<file path="config.mk">
export PLATFORM = sky130hd
export DESIGN_NAME = alu_mdu
export DESIGN_NICKNAME = d
export VERILOG_FILES = /design/src/rtl/alu_mdu.sv
export SDC_FILE = /design/constraint.sdc
export NUM_CORES = 1
export LEC_CHECK = 0
export CORE_ASPECT_RATIO = 0.6
export CORE_UTILIZATION = 35
export DETAILED_ROUTE_END_ITERATION = 10
export GPL_TIMING_DRIVEN = 1
export HOLD_SLACK_MARGIN = 0.05
export SLEW_MARGIN = 20
export SYNTH_ARGS = -nofsm -noshare
export SYNTH_HDL_FRONTEND = slang
export SYNTH_SLANG_ARGS = --single-unit
</file>
<file path="constraint.sdc">
create_clock -name clk -period 11.2 [get_ports clk]
set_input_delay 1.68 -clock clk [delete_from_list [all_inputs] [get_ports clk]]
set_output_delay 1.68 -clock clk [all_outputs]
set_load 0.005 [all_outputs]
</file>
<file path="src/rtl/alu_mdu.sv">
// alu_mdu: registered EX-stage ALU with a shift-add multiplier and a restoring divider (HI/LO).
// Latency: single-cycle ops 1 clock; MULT/MULTU/DIV/DIVU WIDTH+1 clocks; divide-by-zero 1 clock.
// Backpressure: in_ready drops while the MDU iterates; there is no output backpressure.
//
// Ports:
//   clk, rst_n          - clock, asynchronous active-low reset
//   in_valid/in_ready   - operation handshake; operands are captured on acceptance
//   opcode, a, b, shamt - operation select, operands (a = rs, b = rt/imm), shift amount
//   out_valid           - one-cycle pulse when out/zero/overflow carry a new result
//   out, zero, overflow - registered result, result==0 flag, signed ADD/SUB overflow
//   hi, lo              - multiply/divide result registers
module alu_mdu #(
    parameter int WIDTH   = 32,
    parameter int SHAMT_W = 5
) (
    input  logic               clk,
    input  logic               rst_n,
    input  logic               in_valid,
    output logic               in_ready,
    input  logic [3:0]         opcode,
    input  logic [WIDTH-1:0]   a,
    input  logic [WIDTH-1:0]   b,
    input  logic [SHAMT_W-1:0] shamt,
    output logic               out_valid,
    output logic [WIDTH-1:0]   out,
    output logic               zero,
    output logic               overflow,
    output logic [WIDTH-1:0]   hi,
    output logic [WIDTH-1:0]   lo
);

    localparam logic [1:0] S_IDLE = 2'd0;
    localparam logic [1:0] S_MUL  = 2'd1;
    localparam logic [1:0] S_DIV  = 2'd2;
    localparam logic [1:0] S_FIN  = 2'd3;

    localparam logic [SHAMT_W-1:0] CNT_LAST = SHAMT_W'(WIDTH - 1);
    localparam logic [SHAMT_W-1:0] CNT_ONE  = SHAMT_W'(1);

    // State
    logic [1:0]         r_state;
    logic [SHAMT_W-1:0] r_cnt;
    logic [2*WIDTH-1:0] r_acc;     // MUL: {partial product, multiplier}; DIV: {remainder, dividend/quotient}
    logic [WIDTH-1:0]   r_mb;      // magnitude of b (multiplicand or divisor)
    logic               r_neg_q;   // product / quotient must be negated at FIN
    logic               r_neg_r;   // remainder must be negated at FIN
    logic               r_is_div;
    logic               r_out_valid;
    logic [WIDTH-1:0]   r_out;
    logic               r_zero;
    logic               r_overflow;
    logic [WIDTH-1:0]   r_hi;
    logic [WIDTH-1:0]   r_lo;

    // Single-cycle datapath
    logic [WIDTH-1:0]   w_add;
    logic [WIDTH-1:0]   w_sub;
    logic               w_slt;
    logic               w_sltu;
    logic [WIDTH-1:0]   w_alu_res;
    logic               w_alu_ovf;

    // MDU decode / operand conditioning
    logic               w_is_mdu;
    logic               w_is_div;
    logic               w_is_signed;
    logic               w_a_neg;
    logic               w_b_neg;
    logic [WIDTH-1:0]   w_ma;
    logic [WIDTH-1:0]   w_mb;

    // Iteration datapath
    logic [WIDTH:0]     w_mul_sum;
    logic [WIDTH:0]     w_rem_sh;
    logic [WIDTH:0]     w_div_diff;
    logic [2*WIDTH-1:0] w_div_next;

    // Sign correction at FIN
    logic [2*WIDTH-1:0] w_prod;
    logic [WIDTH-1:0]   w_quo;
    logic [WIDTH-1:0]   w_rem;
    logic [WIDTH-1:0]   w_fin_hi;
    logic [WIDTH-1:0]   w_fin_lo;

    assign in_ready  = rst_n && (r_state == S_IDLE);
    assign out_valid = r_out_valid;
    assign out       = r_out;
    assign zero      = r_zero;
    assign overflow  = r_overflow;
    assign hi        = r_hi;
    assign lo        = r_lo;

    assign w_add  = a + b;
    assign w_sub  = a - b;
    assign w_slt  = $signed(a) < $signed(b);
    assign w_sltu = a < b;

    always_comb begin
        w_alu_res = '0;
        w_alu_ovf = 1'b0;
        case (opcode)
            4'd0: w_alu_res = a & b;
            4'd1: w_alu_res = a | b;
            4'd2, 4'd4: begin
                w_alu_res = w_add;
                w_alu_ovf = (a[WIDTH-1] == b[WIDTH-1]) && (w_add[WIDTH-1] != a[WIDTH-1]);
            end
            4'd3: w_alu_res = a ^ b;
            4'd5: w_alu_res = ~(a | b);
            4'd6: begin
                w_alu_res = w_sub;
                w_alu_ovf = (a[WIDTH-1] != b[WIDTH-1]) && (w_sub[WIDTH-1] != a[WIDTH-1]);
            end
            4'd7:    w_alu_res = {{(WIDTH-1){1'b0}}, w_slt};
            4'd8:    w_alu_res = a << shamt;
            4'd9:    w_alu_res = a >> shamt;
            4'd10:   w_alu_res = $signed(a) >>> shamt;
            4'd11:   w_alu_res = {{(WIDTH-1){1'b0}}, w_sltu};
            default: w_alu_res = '0;
        endcase
    end

    // Opcodes 12..15: bit1 selects divide, bit0 selects unsigned.
    assign w_is_mdu    = opcode[3] & opcode[2];
    assign w_is_div    = opcode[1];
    assign w_is_signed = ~opcode[0];
    assign w_a_neg     = w_is_signed & a[WIDTH-1];
    assign w_b_neg     = w_is_signed & b[WIDTH-1];
    assign w_ma        = w_a_neg ? -a : a;
    assign w_mb        = w_b_neg ? -b : b;

    // Shift-add step: add the multiplicand into the upper half when the
    // multiplier LSB is set, then shift the whole accumulator right by one.
    assign w_mul_sum = {1'b0, r_acc[2*WIDTH-1:WIDTH]}
                     + {1'b0, (r_acc[0] ? r_mb : {WIDTH{1'b0}})};

    // Restoring step: shift the next dividend bit into the remainder and try
    // to subtract the divisor; a clear borrow bit means the subtraction stands.
    assign w_rem_sh   = r_acc[2*WIDTH-1:WIDTH-1];
    assign w_div_diff = w_rem_sh - {1'b0, r_mb};
    assign w_div_next = w_div_diff[WIDTH]
                      ? {w_rem_sh[WIDTH-1:0], r_acc[WIDTH-2:0], 1'b0}
                      : {w_div_diff[WIDTH-1:0], r_acc[WIDTH-2:0], 1'b1};

    // MIN / -1 needs no special case: the magnitude quotient 2^(WIDTH-1)
    // negates back onto itself.
    assign w_prod   = r_neg_q ? -r_acc : r_acc;
    assign w_quo    = r_neg_q ? -r_acc[WIDTH-1:0] : r_acc[WIDTH-1:0];
    assign w_rem    = r_neg_r ? -r_acc[2*WIDTH-1:WIDTH] : r_acc[2*WIDTH-1:WIDTH];
    assign w_fin_lo = r_is_div ? w_quo : w_prod[WIDTH-1:0];
    assign w_fin_hi = r_is_div ? w_rem : w_prod[2*WIDTH-1:WIDTH];

    always_ff @(posedge clk or negedge rst_n) begin
        if (!rst_n) begin
            r_state     <= S_IDLE;
            r_cnt       <= '0;
            r_acc       <= '0;
            r_mb        <= '0;
            r_neg_q     <= 1'b0;
            r_neg_r     <= 1'b0;
            r_is_div    <= 1'b0;
            r_out_valid <= 1'b0;
            r_out       <= '0;
            r_zero      <= 1'b0;
            r_overflow  <= 1'b0;
            r_hi        <= '0;
            r_lo        <= '0;
        end else begin
            r_out_valid <= 1'b0;
            case (r_state)
                S_IDLE: begin
                    if (in_valid) begin
                        if (!w_is_mdu) begin
                            r_out       <= w_alu_res;
                            r_zero      <= (w_alu_res == '0);
                            r_overflow  <= w_alu_ovf;
                            r_out_valid <= 1'b1;
                        end else if (w_is_div && (b == '0)) begin
                            // Divide by zero completes immediately with a fixed result.
                            r_lo        <= '1;
                            r_hi        <= a;
                            r_out       <= '1;
                            r_zero      <= 1'b0;
                            r_overflow  <= 1'b0;
                            r_out_valid <= 1'b1;
                        end else begin
                            // Both algorithms start from {0, |a|}.
                            r_acc    <= {{WIDTH{1'b0}}, w_ma};
                            r_mb     <= w_mb;
                            r_neg_q  <= w_a_neg ^ w_b_neg;
                            r_neg_r  <= w_a_neg;
                            r_is_div <= w_is_div;
                            r_cnt    <= CNT_LAST;
                            r_state  <= w_is_div ? S_DIV : S_MUL;
                        end
                    end
                end
                S_MUL: begin
                    r_acc <= {w_mul_sum, r_acc[WIDTH-1:1]};
                    if (r_cnt == '0) begin
                        r_state <= S_FIN;
                    end else begin
                        r_cnt <= r_cnt - CNT_ONE;
                    end
                end
                S_DIV: begin
                    r_acc <= w_div_next;
                    if (r_cnt == '0) begin
                        r_state <= S_FIN;
                    end else begin
                        r_cnt <= r_cnt - CNT_ONE;
                    end
                end
                S_FIN: begin
                    r_hi        <= w_fin_hi;
                    r_lo        <= w_fin_lo;
                    r_out       <= w_fin_lo;
                    r_zero      <= (w_fin_lo == '0);
                    r_overflow  <= 1'b0;
                    r_out_valid <= 1'b1;
                    r_state     <= S_IDLE;
                end
                default: r_state <= S_IDLE;
            endcase
        end
    end

endmodule

</file>
==> flow_summary.toml <==
[status]
status = "complete, no violations"

[yosys]
synth_top_family_by_area = "compound AO/OA/AOI/OAI gates"
yosysTopAreaCell = "dfrtp_1"
ys_seq_area_frac = 0.191
synthTopCellsByArea = "dfrtp_1 19%, ha_1 8.1%, mux4_2 7.0%, o21ai_0 5.8%, nand2_1 5.4%"
syn_nets = 3767
synth_mux_area_frac = 0.110
synth-simple-area-share = 0.193
synthesis.area_um2 = 26800
synthAdderAreaFrac = 0.0841
async_reset_ff_frac = 1.00
synth_cell_type_count = 94
avgSynthCellArea_um2 = 7.64
synthFlopType = "dfrtp_1"
synth-edff-count = 0
synth-compound-area-share = 0.280
yosysWarnings = 0
synthTopCellsByCount = "387 x nand2_1, 348 x nor2_1, 313 x o21ai_0"
synth_most_common_cell = "nand2_1"
synthCells = 3513
synth_xor_area_frac = 0.0705
ys_seq_elements = 205
synth_top_area_frac = 0.191

[clock_network]
post_cts_buffers = 0
clock_path_buffers = 3
ctsHoldBuffers = 0
clk_pin_slew_ps = 70
clock-root-buffer = "clkbuf_16"
cts-htree-levels = 1
numCtsBuffers = 22
tritoncts = "built"
cts_resized = 0
numClockSinks = 205
insertion_delay_ps = 560

[timing]
clock.fmax_ghz = 0.147
period_share = 0.609
maxSlewHeadroom = 0.176
finalHoldWorstSlack_ps = 476
setup_violations = 0
clock_skew_ps = 32.6
worst_pin_slew_ps = 1230
layout_min_cycle_time_ps = 6820
slew_violations = 0
hold_violations = 0
tns_ps = 0
rsz0062_at_grt = "no"

[route]
post_drt_wl_per_cell_um = 30.0
dr.first_iter.drc_count = 5385
ant_nets = 0
wirelength_mm = 136
vias = 29710
route.detailed.drc = 0
drtPass1Iterations = 10
viasPerCell = 6.57

[global_route]
antenna_found_initial = 10
grt_usage = 0.337
grt_pass1_wl_mm = 194
grt_max_degree = 92
top_usage_layer = "met1"
grt_use_met1 = 0.527
use_met3 = 0.138
grt.overflow.total = 0
grt_pass1_vias = 26184
grt.met2_usage = 0.408

[pwr]
power_uw = 7290
p_leak_uw = 0.0123
power_density_nw_per_um2 = 244
ir_drop_v = 0.000172

[layout]
postLayoutCoreUtil = 0.395
fin_cells = 4520
drive_gt1_frac = 0.0757
nFillCells = 7940
area_delta_synth_final_pct = 11.5
nets = 3755

[hold_path]
holdCritStartpoint = "hi[12]$_DFFE_PN0P_"
hold_class = "register to register"
hold_path_end = "hi[12]$_DFFE_PN0P_"
hold_depth = 1

[placed_design]
dp.cells = 4477
io_buffers = 175
hpwl_mm = 104
gp_congestion = 1.12

[setup_path]
end_kind = "register"
path_max_fanout = 10
ff2ff_path_depth = 16
reg2reg_from = "r_acc[0]$_DFFE_PN0P_"
arrival_ps = 7280
required_ps = 11660
r2r-end = "r_acc[63]$_DFFE_PN0P_"
reg2reg_slack_ps = 5540
cp-start-kind = "input pin"
timing_worst_setup_path_type = "input pin to register"

[floorplanning]
rows = 78
fp.dieH_um = 216
die_w_um = 359
dieArea_um2 = 77800
ios = 176
start_util = 0.354
core-area_um2 = 75700

[job]
drv_cap = 0
## final cells by class
cell class	count	area (um2)	share of cell area
inverters	163	612	0.0205
clock buffers	30	642	0.0215
multi-input cells	2856	19900	0.664
clock inverters	8	80.1	0.00268
repair buffers	253	2320	0.0777
diodes	5	12.5	0.000418
flip-flops and latches	205	5130	0.171
well taps	1000	1250	0.0418
## cell usage in the layout (no fill, tap or decap), drive strengths merged, types with 31 or more instances in the layout
| cell type | count |
|---|---|
| a211oi | 39 |
| a21o | 67 |
| a21oi | 246 |
| a22oi | 71 |
| a31oi | 73 |
| buf | 84 |
| clkdlybuf4s50 | 169 |
| dfrtp | 205 |
| ha | 174 |
| inv | 162 |
| mux2i | 82 |
| mux4 | 86 |
| nand2 | 387 |
| nand2b | 31 |
| nand3 | 54 |
| nand4 | 33 |
| nor2 | 348 |
| nor2b | 31 |
| nor3 | 68 |
| nor4 | 38 |
| o21ai | 322 |
| o31ai | 36 |
| xnor2 | 148 |
| xor2 | 68 |
## flip-flops by register name, summed over array words and instances, names as in the netlist
signal	cells
r_acc	64
hi	32
lo	32
out	32
r_mb	32
r_cnt	5
r_state	2
out_valid	1
overflow	1
r_is_div	1
r_neg_q	1
r_neg_r	1
zero	1
## through the flow
| step | area, um2 | setup WS, ps |
|---|---|---|
| after floorplan | 26800 | 6020 |
| after global placement | 29200 | 4210 |
| after detailed placement | 29200 | 4210 |
| after CTS | 29900 | 4730 |
| after global routing | 29900 | 4430 |
| final | 29900 | 4380 |
## worst max path at each step
stage,slack (ps),from,to
final,4380,a[0],zero$_DFFE_PN0P_
after global routing,4430,a[0],zero$_DFFE_PN0P_
after CTS,4730,a[0],zero$_DFFE_PN0P_
after detailed placement,4210,a[0],zero$_DFFE_PN0P_
after global placement,4210,a[0],zero$_DFFE_PN0P_
after floorplan,6020,a[2],zero$_DFFE_PN0P_
## critical path, stage by stage
cell and delay, ps:
clkdlybuf4s50_1 870, inv_1 240, ha_1 270, inv_1 70
fa_1 270, nand2b_1 130, a2111o_1 490, a311oi_2 510
o211ai_1 240, nand2_1 140, xnor2_1 100, a2111oi_0 900
o21ai_0 450, nand4b_1 300, or4_1 480, o21ai_1 130
## kinds of logic (layout without fill, tap and decap cells)
logic type	count (synthesis)	in the layout
AO/OA/AOI/OAI	1155	1155
AND/OR/NAND/NOR	1123	1123
buffers and inverters	452	454
XOR/XNOR	216	216
flip-flops	205	205
multiplexers	184	184
adder cells (fa/ha/maj)	178	178
other	0	5
## report_power, final
| group | leakage (uW) | internal [uW] | switching, uW | total, uW |
|---|---|---|---|---|
| clock | 0.000359 | 427 | 341 | 768 |
| sequential | 0.00245 | 1070 | 477 | 1550 |
| combinational | 0.00946 | 1820 | 3150 | 4970 |
## routing by layer
metal	routed length, um	part of all wire
met5	298	0.0022
met4	3350	0.025
met3	21800	0.16
met2	47500	0.35
met1	62600	0.46
Power figures use the tool's default switching activity.
